===== src/rtl/student_fir_requant.sv =====
// Requantiser between the FIR accumulator and the codec DAC path: programmable
// arithmetic right shift with optional round-half-up, 16-bit saturation, and clip/peak statistics.
module student_fir_requant #(
    parameter int DATA_SIZE_FIR_OUT = 32,
    parameter int DATA_SIZE         = 16,
    parameter int SHIFT_WIDTH       = 5
) (
    input  logic                         clk_i,
    input  logic                         rst_i,
    input  logic [DATA_SIZE_FIR_OUT-1:0] y_in,
    input  logic                         valid_strobe_in,
    input  logic [SHIFT_WIDTH-1:0]       shift_i,
    input  logic                         round_en_i,
    input  logic                         clear_i,
    output logic [DATA_SIZE-1:0]         sample_out,
    output logic                         valid_strobe_out,
    output logic                         clip_o,
    output logic [15:0]                  clip_count_o,
    output logic [DATA_SIZE-1:0]         peak_o
);

    // One guard bit so the rounding add can never wrap.
    localparam int EXT_W = DATA_SIZE_FIR_OUT + 1;

    localparam logic signed [EXT_W-1:0] SAT_MAX   = EXT_W'(2 ** (DATA_SIZE - 1) - 1);
    localparam logic signed [EXT_W-1:0] SAT_MIN   = ~SAT_MAX;
    localparam logic [DATA_SIZE-1:0]    OUT_MAX   = {1'b0, {(DATA_SIZE-1){1'b1}}};
    localparam logic [DATA_SIZE-1:0]    OUT_MIN   = {1'b1, {(DATA_SIZE-1){1'b0}}};
    localparam logic [15:0]             COUNT_MAX = 16'hFFFF;

    logic [EXT_W-1:0]        round_term;
    logic signed [EXT_W-1:0] s1_sum;
    logic [SHIFT_WIDTH-1:0]  s1_shift;
    logic                    s1_valid;

    logic signed [EXT_W-1:0] shifted;
    logic                    sat_hi;
    logic                    sat_lo;
    logic [DATA_SIZE-1:0]    sample_next;
    logic [DATA_SIZE-1:0]    abs_next;

    logic                    clip_next;
    logic [15:0]             count_next;
    logic [DATA_SIZE-1:0]    peak_next;

    // NOTE: every signal written in always_comb gets a default first, so no path can infer a latch.
    always_comb begin
        round_term = '0;
        if (round_en_i && (shift_i != '0)) begin
            round_term = EXT_W'(1) << (shift_i - 1'b1);
        end
    end

    // NOTE: only the valid bit needs reset; the datapath registers are qualified by it.
    always_ff @(posedge clk_i) begin
        if (rst_i) begin
            s1_valid <= 1'b0;
        end else begin
            s1_valid <= valid_strobe_in;
        end
    end

    always_ff @(posedge clk_i) begin
        if (valid_strobe_in) begin
            s1_sum   <= $signed({y_in[DATA_SIZE_FIR_OUT-1], y_in} + round_term);
            s1_shift <= shift_i;
        end
    end

    always_comb begin
        shifted     = s1_sum >>> s1_shift;
        sat_hi      = shifted > SAT_MAX;
        sat_lo      = shifted < SAT_MIN;
        sample_next = shifted[DATA_SIZE-1:0];
        if (sat_hi) begin
            sample_next = OUT_MAX;
        end else if (sat_lo) begin
            sample_next = OUT_MIN;
        end
        // Two's-complement negate of the most negative code wraps to 2^(DATA_SIZE-1), read as unsigned.
        abs_next = sample_next[DATA_SIZE-1] ? (~sample_next + DATA_SIZE'(1)) : sample_next;
    end

    // A clear coincident with an output discards the old statistics before folding in the new sample.
    always_comb begin
        clip_next  = clear_i ? 1'b0 : clip_o;
        count_next = clear_i ? '0 : clip_count_o;
        peak_next  = clear_i ? '0 : peak_o;
        if (s1_valid) begin
            if (sat_hi || sat_lo) begin
                clip_next = 1'b1;
                if (count_next != COUNT_MAX) begin
                    count_next = count_next + 16'd1;
                end
            end
            if (abs_next > peak_next) begin
                peak_next = abs_next;
            end
        end
    end

    // NOTE: state registers use non-blocking assignments so every flop samples pre-edge values.
    always_ff @(posedge clk_i) begin
        if (rst_i) begin
            sample_out       <= '0;
            valid_strobe_out <= 1'b0;
            clip_o           <= 1'b0;
            clip_count_o     <= '0;
            peak_o           <= '0;
        end else begin
            valid_strobe_out <= s1_valid;
            if (s1_valid) begin
                sample_out <= sample_next;
            end
            clip_o       <= clip_next;
            clip_count_o <= count_next;
            peak_o       <= peak_next;
        end
    end

endmodule

===== config.mk =====
export PLATFORM = sky130hd
export DESIGN_NAME = student_fir_requant
export DESIGN_NICKNAME = d
export VERILOG_FILES = /design/src/rtl/student_fir_requant.sv
export SDC_FILE = /design/constraint.sdc
export NUM_CORES = 1
export LEC_CHECK = 0
export BUFFER_PORTS_ARGS = -buffer_cell sky130_fd_sc_hd__clkbuf_2
export CORE_ASPECT_RATIO = 0.8
export CORE_MARGIN = 4
export CORE_UTILIZATION = 30
export DETAILED_ROUTE_END_ITERATION = 10
export PLACE_DENSITY = 0.52
export SLEW_MARGIN = 20
export SYNTH_ARGS = -nofsm -noshare
export SYNTH_HDL_FRONTEND = slang
export SYNTH_SLANG_ARGS = --single-unit

===== constraint.sdc =====
create_clock -name clk_i -period 5.8 [get_ports clk_i]
set_input_delay 0.58 -clock clk_i [delete_from_list [all_inputs] [get_ports clk_i]]
set_output_delay 0.58 -clock clk_i [all_outputs]
set_load 0.02 [all_outputs]

### Word-level counts from Yosys, hierarchy flattened

Cells that the tools add are included.

* multiplexer cells: 14
* bitwise operators: 1
* shifts and indexed selects: 2
* reductions and logical operators: 3
* div/mod/pow operators: 0
* multiply operators: 0
* add/sub/neg operators: 4
* equality and inequality tests: 1
* order comparisons: 3

Operator list (number)
* 16-bit 2-to-1 mux: 10
* 33-bit adder: 1
* 33-bit by 16-bit > comparator with 1-bit output (second input constant): 1
* 33-bit by 16-bit < comparator with 1-bit output (second input constant): 1
* 33-bit 2-to-1 mux: 1
* 1-bit by 5-bit left shift with 33-bit output (first input constant): 1
* 33-bit by 5-bit >>> shifter with 33-bit output: 1
* 16-bit by 1-bit adder with 16-bit output (second input constant): 2
* 16-bit > comparator: 1
* 16-bit != test (second input constant): 1
* 16-bit inverter: 1
* 5-bit nonzero test: 1
* 5-bit by 1-bit subtractor with 5-bit output (second input constant): 1
* 1-bit 2-to-1 mux: 3
* 1-bit logical AND: 1
* 1-bit logical OR: 1

* word-level logic and storage cells: 36
* RAM bits: 0
* flip-flop bits (word level): 89
* bits in read-only memories: 0
* memories kept: 0
* latch bits: 0

### Depth between registers and ports, before layout

* word-level depth: 10
* mapped depth: 30
* mapped depth without buffers: 23

### Worst setup path after synthesis

No wires, ideal clock.

* kind: register -> register
* start: reg s1_shift[0]
* end: reg peak_o[14]
* buffers on the path: 7
* setup slack: -0.134 ns
* cell stages (with the launch flop): 28
* library setup time: 0.134 ns
* data required time: 5.666 ns
* arrival time: 5.800 ns
* path through: edfxtp_1 > buf_6 > buf_6 > buf_6 > buf_2 > mux4_2 > nor4_1 > a21oi_1 > a21oi_1 > a41oi_1 > buf_2 > buf_2 > nor2_1 > ha_1 > and3_1 > a221o_1 > o21ai_1 > nor4_1 > a21oi_1 > xnor2_1 > ha_1 > a2111oi_0 > o221ai_1 > o21ai_1 > clkbuf_1 > nor2_1 > a31oi_1 > a31oi_1

* cells in the longest elaborated chain, start to end: 10

RTL lines
* start: declaration: line 33 `logic [SHIFT_WIDTH-1:0] s1_shift;`
* start signal: assignment: line 66 `s1_shift <= shift_i;`
* 33-bit by 5-bit >>> shifter with 33-bit output *: line 71 `shifted = s1_sum >>> s1_shift;`
* 33-bit by 16-bit < comparator with 1-bit output: line 73 `sat_lo = shifted < SAT_MIN;`
* 16-bit 2-to-1 mux: line 77 `end else if (sat_lo) begin`
* 16-bit 2-to-1 mux *: line 75 `if (sat_hi) begin`
* 16-bit inverter: line 81 `abs_next = sample_next[DATA_SIZE-1] ? (~sample_next + DATA_SIZE'(1)) : sample_next;`
* 16-bit by 1-bit adder with 16-bit output: line 81
* 16-bit 2-to-1 mux *: line 81
* 16-bit > comparator: line 96 `if (abs_next > peak_next) begin`
* 16-bit 2-to-1 mux *: line 96
* 16-bit 2-to-1 mux *: line 89 `if (s1_valid) begin`
* end signal: assignment: line 117 `peak_o <= peak_next;`
* end: declaration: line 19 `output logic [DATA_SIZE-1:0] peak_o`

Every way passes the cells marked *; elsewhere a longest branch is shown, timed or not.
A chain may end at the register's enable or synchronous reset.

### Final worst setup path

Ends and elaborated chain as after synthesis.

==> flow_summary.ini <==
[sta]
min_period_ns = 5.454
finalSetupViolCount = 0
timing.fmax_ghz = 0.1833
final.hold.worst_slack_ns = 0.4744
max_slew_margin = 0.4385
timing.final.hold_violations = 0
maxSlewViolCount = 0
timing.final.crit_share = 0.9404
finClkSkew_ns = 0.009205
worst_slew_pin_slew_ns = 0.8210

[power_and_ir_drop]
power.internal_uw = 1456
p_switching_uw = 797.9
comb_power_share = 0.375
leakage_uw = 0.004034
pwr_density_cell_nw_per_um2 = 226.9
power_switching_share = 0.3541
vdd.ir_drop.worst_v = 0.0001270
p_clk_frac = 0.289
total_power_of_the_final_layout_uw = 2254
seq_power_share = 0.335

[logic_synthesis]
synth_area_leader_cell = edfxtp_1
ys.flop_type = dfxtp_1
post-synth-top-count-cell = nor2_1
syn_nets = 1049
ys_seq_elements = 89
count_of_different_cell_masters_after_synthesis = 78
post_synth_most_frequent_cells = 130 x nor2_1, 56 x a21oi_1, 54 x nand2_1, 52 x ha_1, 51 x dfxtp_1
synth-async-reset-ratio = 0
synth.top_cell.area_share = 0.1342
synthesis.area_per_instance_um2 = 8.912
synth.yosys.seq_area_share = 0.2543
synth_enable_flop_cells = 38
post_synth_inst_count = 954
synth.cell_area_um2 = 8502
ys_warn_count = 0
synth_area_leaders = edfxtp_1 13%, dfxtp_1 12%, ha_1 7.7%

[critical_path]
worst_setup_path_class = reg -> reg
path_delay_family = compound AO/OA/AOI/OAI gates
critPathSlowestCell = or4b_1
worst_ep_arrival_time_ns = 5.74
critical-path-max-stage-delay_ns = 0.47
required_ns = 6.08
crit_path_start_kind = flip-flop
crit_fanout = 32
end_kind = flip-flop
cp_num_buf_inv = 3

[routing]
remaining_number_of_nets_flagged_by_the_antenna_check_after_routing = 0
drt-pass1-iter-count = 5
final_wl_um = 24790
drt-initial-drc-count = 597
route.detailed.drc = 0
vias_per_cell = 5.451
vias_after_detailed_routing = 7729
avg_wl_per_cell_um = 17.48

[cts]
clock_sinks = 89
maximum_clock_insertion_buffer_count = 2
h-tree-depth = 3
cts-buffers-inserted = 9
clkTransAtPathRegs_ns = 0.07
clock_tree_from_tritoncts = done
clock_latency_of_the_later_clocked_register_in_the_worst_skew_pair_ns = 0.35
cts.hold.buffers_added = 0
clk_root_buffer_cell = clkbuf_16

[floorplanning]
core.rowCount = 54
total_die_area_um2 = 31110
die_span_y_um = 158.6
initial_utilization = 0.3084
floorplan.core_area_um2 = 27570
overall_die_width_um = 196.2
number_of_top_level_pins = 92

[grt]
antenna_found_initial = 0
grt_pass1_vias = 7111
global_route_wire_length_before_repair_um = 39710
grt_start_max_net_pins = 53
gr-total-overflow = 0
grt_util_all_layers = 0.1578

[layout]
diodes = 0
flow.area_growth_from_synthesis_pct = 16.84
layout.filler_cells = 2864
layout-drive-gt1-share = 0.2163
multi_input_area_um2 = 5974
num-nets-final = 1144
layout.area.seq_um2 = 2162

[status]
run_status = completed

[job]
maxCapViolCount = 0

[hold_path]
min_path_type = in -> reg

[placed_design]
io_buffer_count = 91
dp_hpwl_um = 19200
routability_congestion_estimate_from_global_placement = 0.9013
-- per-stage QoR --
step	cells	TNS [ns]	area [µm²]	setup WS, ns	util
after floorplan	954	0	8509	0.05961	-
after global placement	1394	0	9488	0.2215	0.3442
after detailed placement	1394	0	9488	0.1797	0.3442
after CTS	1410	0	9814	0.1326	0.3560
after global routing	1418	-0.02293	9933	-0.02293	0.3603
final	1418	0	9933	0.3458	0.3603
-- routing by layer --
metal,wire length [µm],GRT usage,share of wire
met5,0,0,0
met4,311,0.03523,0.013
met3,1470,0.02919,0.059
met2,10680,0.2309,0.43
met1,12330,0.2410,0.50
-- power groups by stage --
stage	clock, µW	combinational, µW	sequential (µW)
floorplan	0	559	770
global placement	0	815	770
detailed placement	0	815	769
CTS	675	819	754
global route	698	928	762
finish	652	846	756
-- path summary, 6_finish.rpt --
kind                from     endpoint  slack, ns  cells past startpoint
min reg2reg       clip_o       clip_o       0.48                      2
max          s1_shift[0]   peak_o[14]       0.35                     25
min           shift_i[2]  s1_shift[2]       0.47                      1
max reg2reg  s1_shift[0]   peak_o[14]       0.35                     25
-- what timing repair did --
item	4_1_cts	5_1_grt
endpoints found under the setup margin	0	16
gates resized for setup	0	15
setup buffers	0	8
-- sequential cells by signal, summed over array words and instances, names as in the netlist --
signal / count
s1_sum: 33
clip_count_o: 16
peak_o: 16
sample_out: 16
s1_shift: 5
clip_o: 1
s1_valid: 1
valid_strobe_out: 1
-- cell families after synthesis --
family,Yosys count,share of synthesized area
and+or+nand+nor,335,0.1934
AOI/OAI and AO/OA,244,0.1925
muxes,96,0.1856
buffers and inverters,94,0.05107
DFF,89,0.2543
adders and majority gates,53,0.07888
xor gates and xnor gates,43,0.04430
-- cell type report --
| type | instances | share of cell area |
|---|---|---|
| Multi-Input combinational cell | 771 | 0.6015 |
| Timing Repair Buffer | 141 | 0.08817 |
| Inverter | 37 | 0.01398 |
| Sequential cell | 89 | 0.2177 |
| Clock buffer | 9 | 0.02267 |
| Tap cell | 364 | 0.04585 |
| Clock inverter | 7 | 0.01020 |
-- cells in the final DEF (no fill, tap or decap), types with 5 or more instances in the layout --
master,Yosys,routed
nor2_1,130,127
clkbuf_2,0,91
a21oi_1,56,56
nand2_1,54,54
ha_1,52,52
dfxtp_1,51,51
buf_4,1,45
mux2i_1,40,38
edfxtp_1,38,38
xnor2_1,37,37
o21ai_0,36,36
inv_1,34,34
nor3_1,29,29
mux4_2,24,24
a211oi_1,24,23
nor2b_1,23,23
o21a_1,21,21
a21o_1,21,21
mux4_1,18,18
nand3_1,17,17
mux2_2,12,12
nand2b_1,10,10
nor4_1,10,9
or3_1,9,9
clkbuf_16,0,9
o211ai_1,8,8
nand4_1,8,8
or2_2,7,7
o21bai_1,7,7
a31oi_1,7,7
or3b_2,6,6
a21boi_0,7,6
and3_1,6,6
o31ai_1,6,6
xor2_1,6,6
nand3b_1,5,5
a22o_1,5,5
o22ai_1,7,5
(Power assumes the default switching activity.)
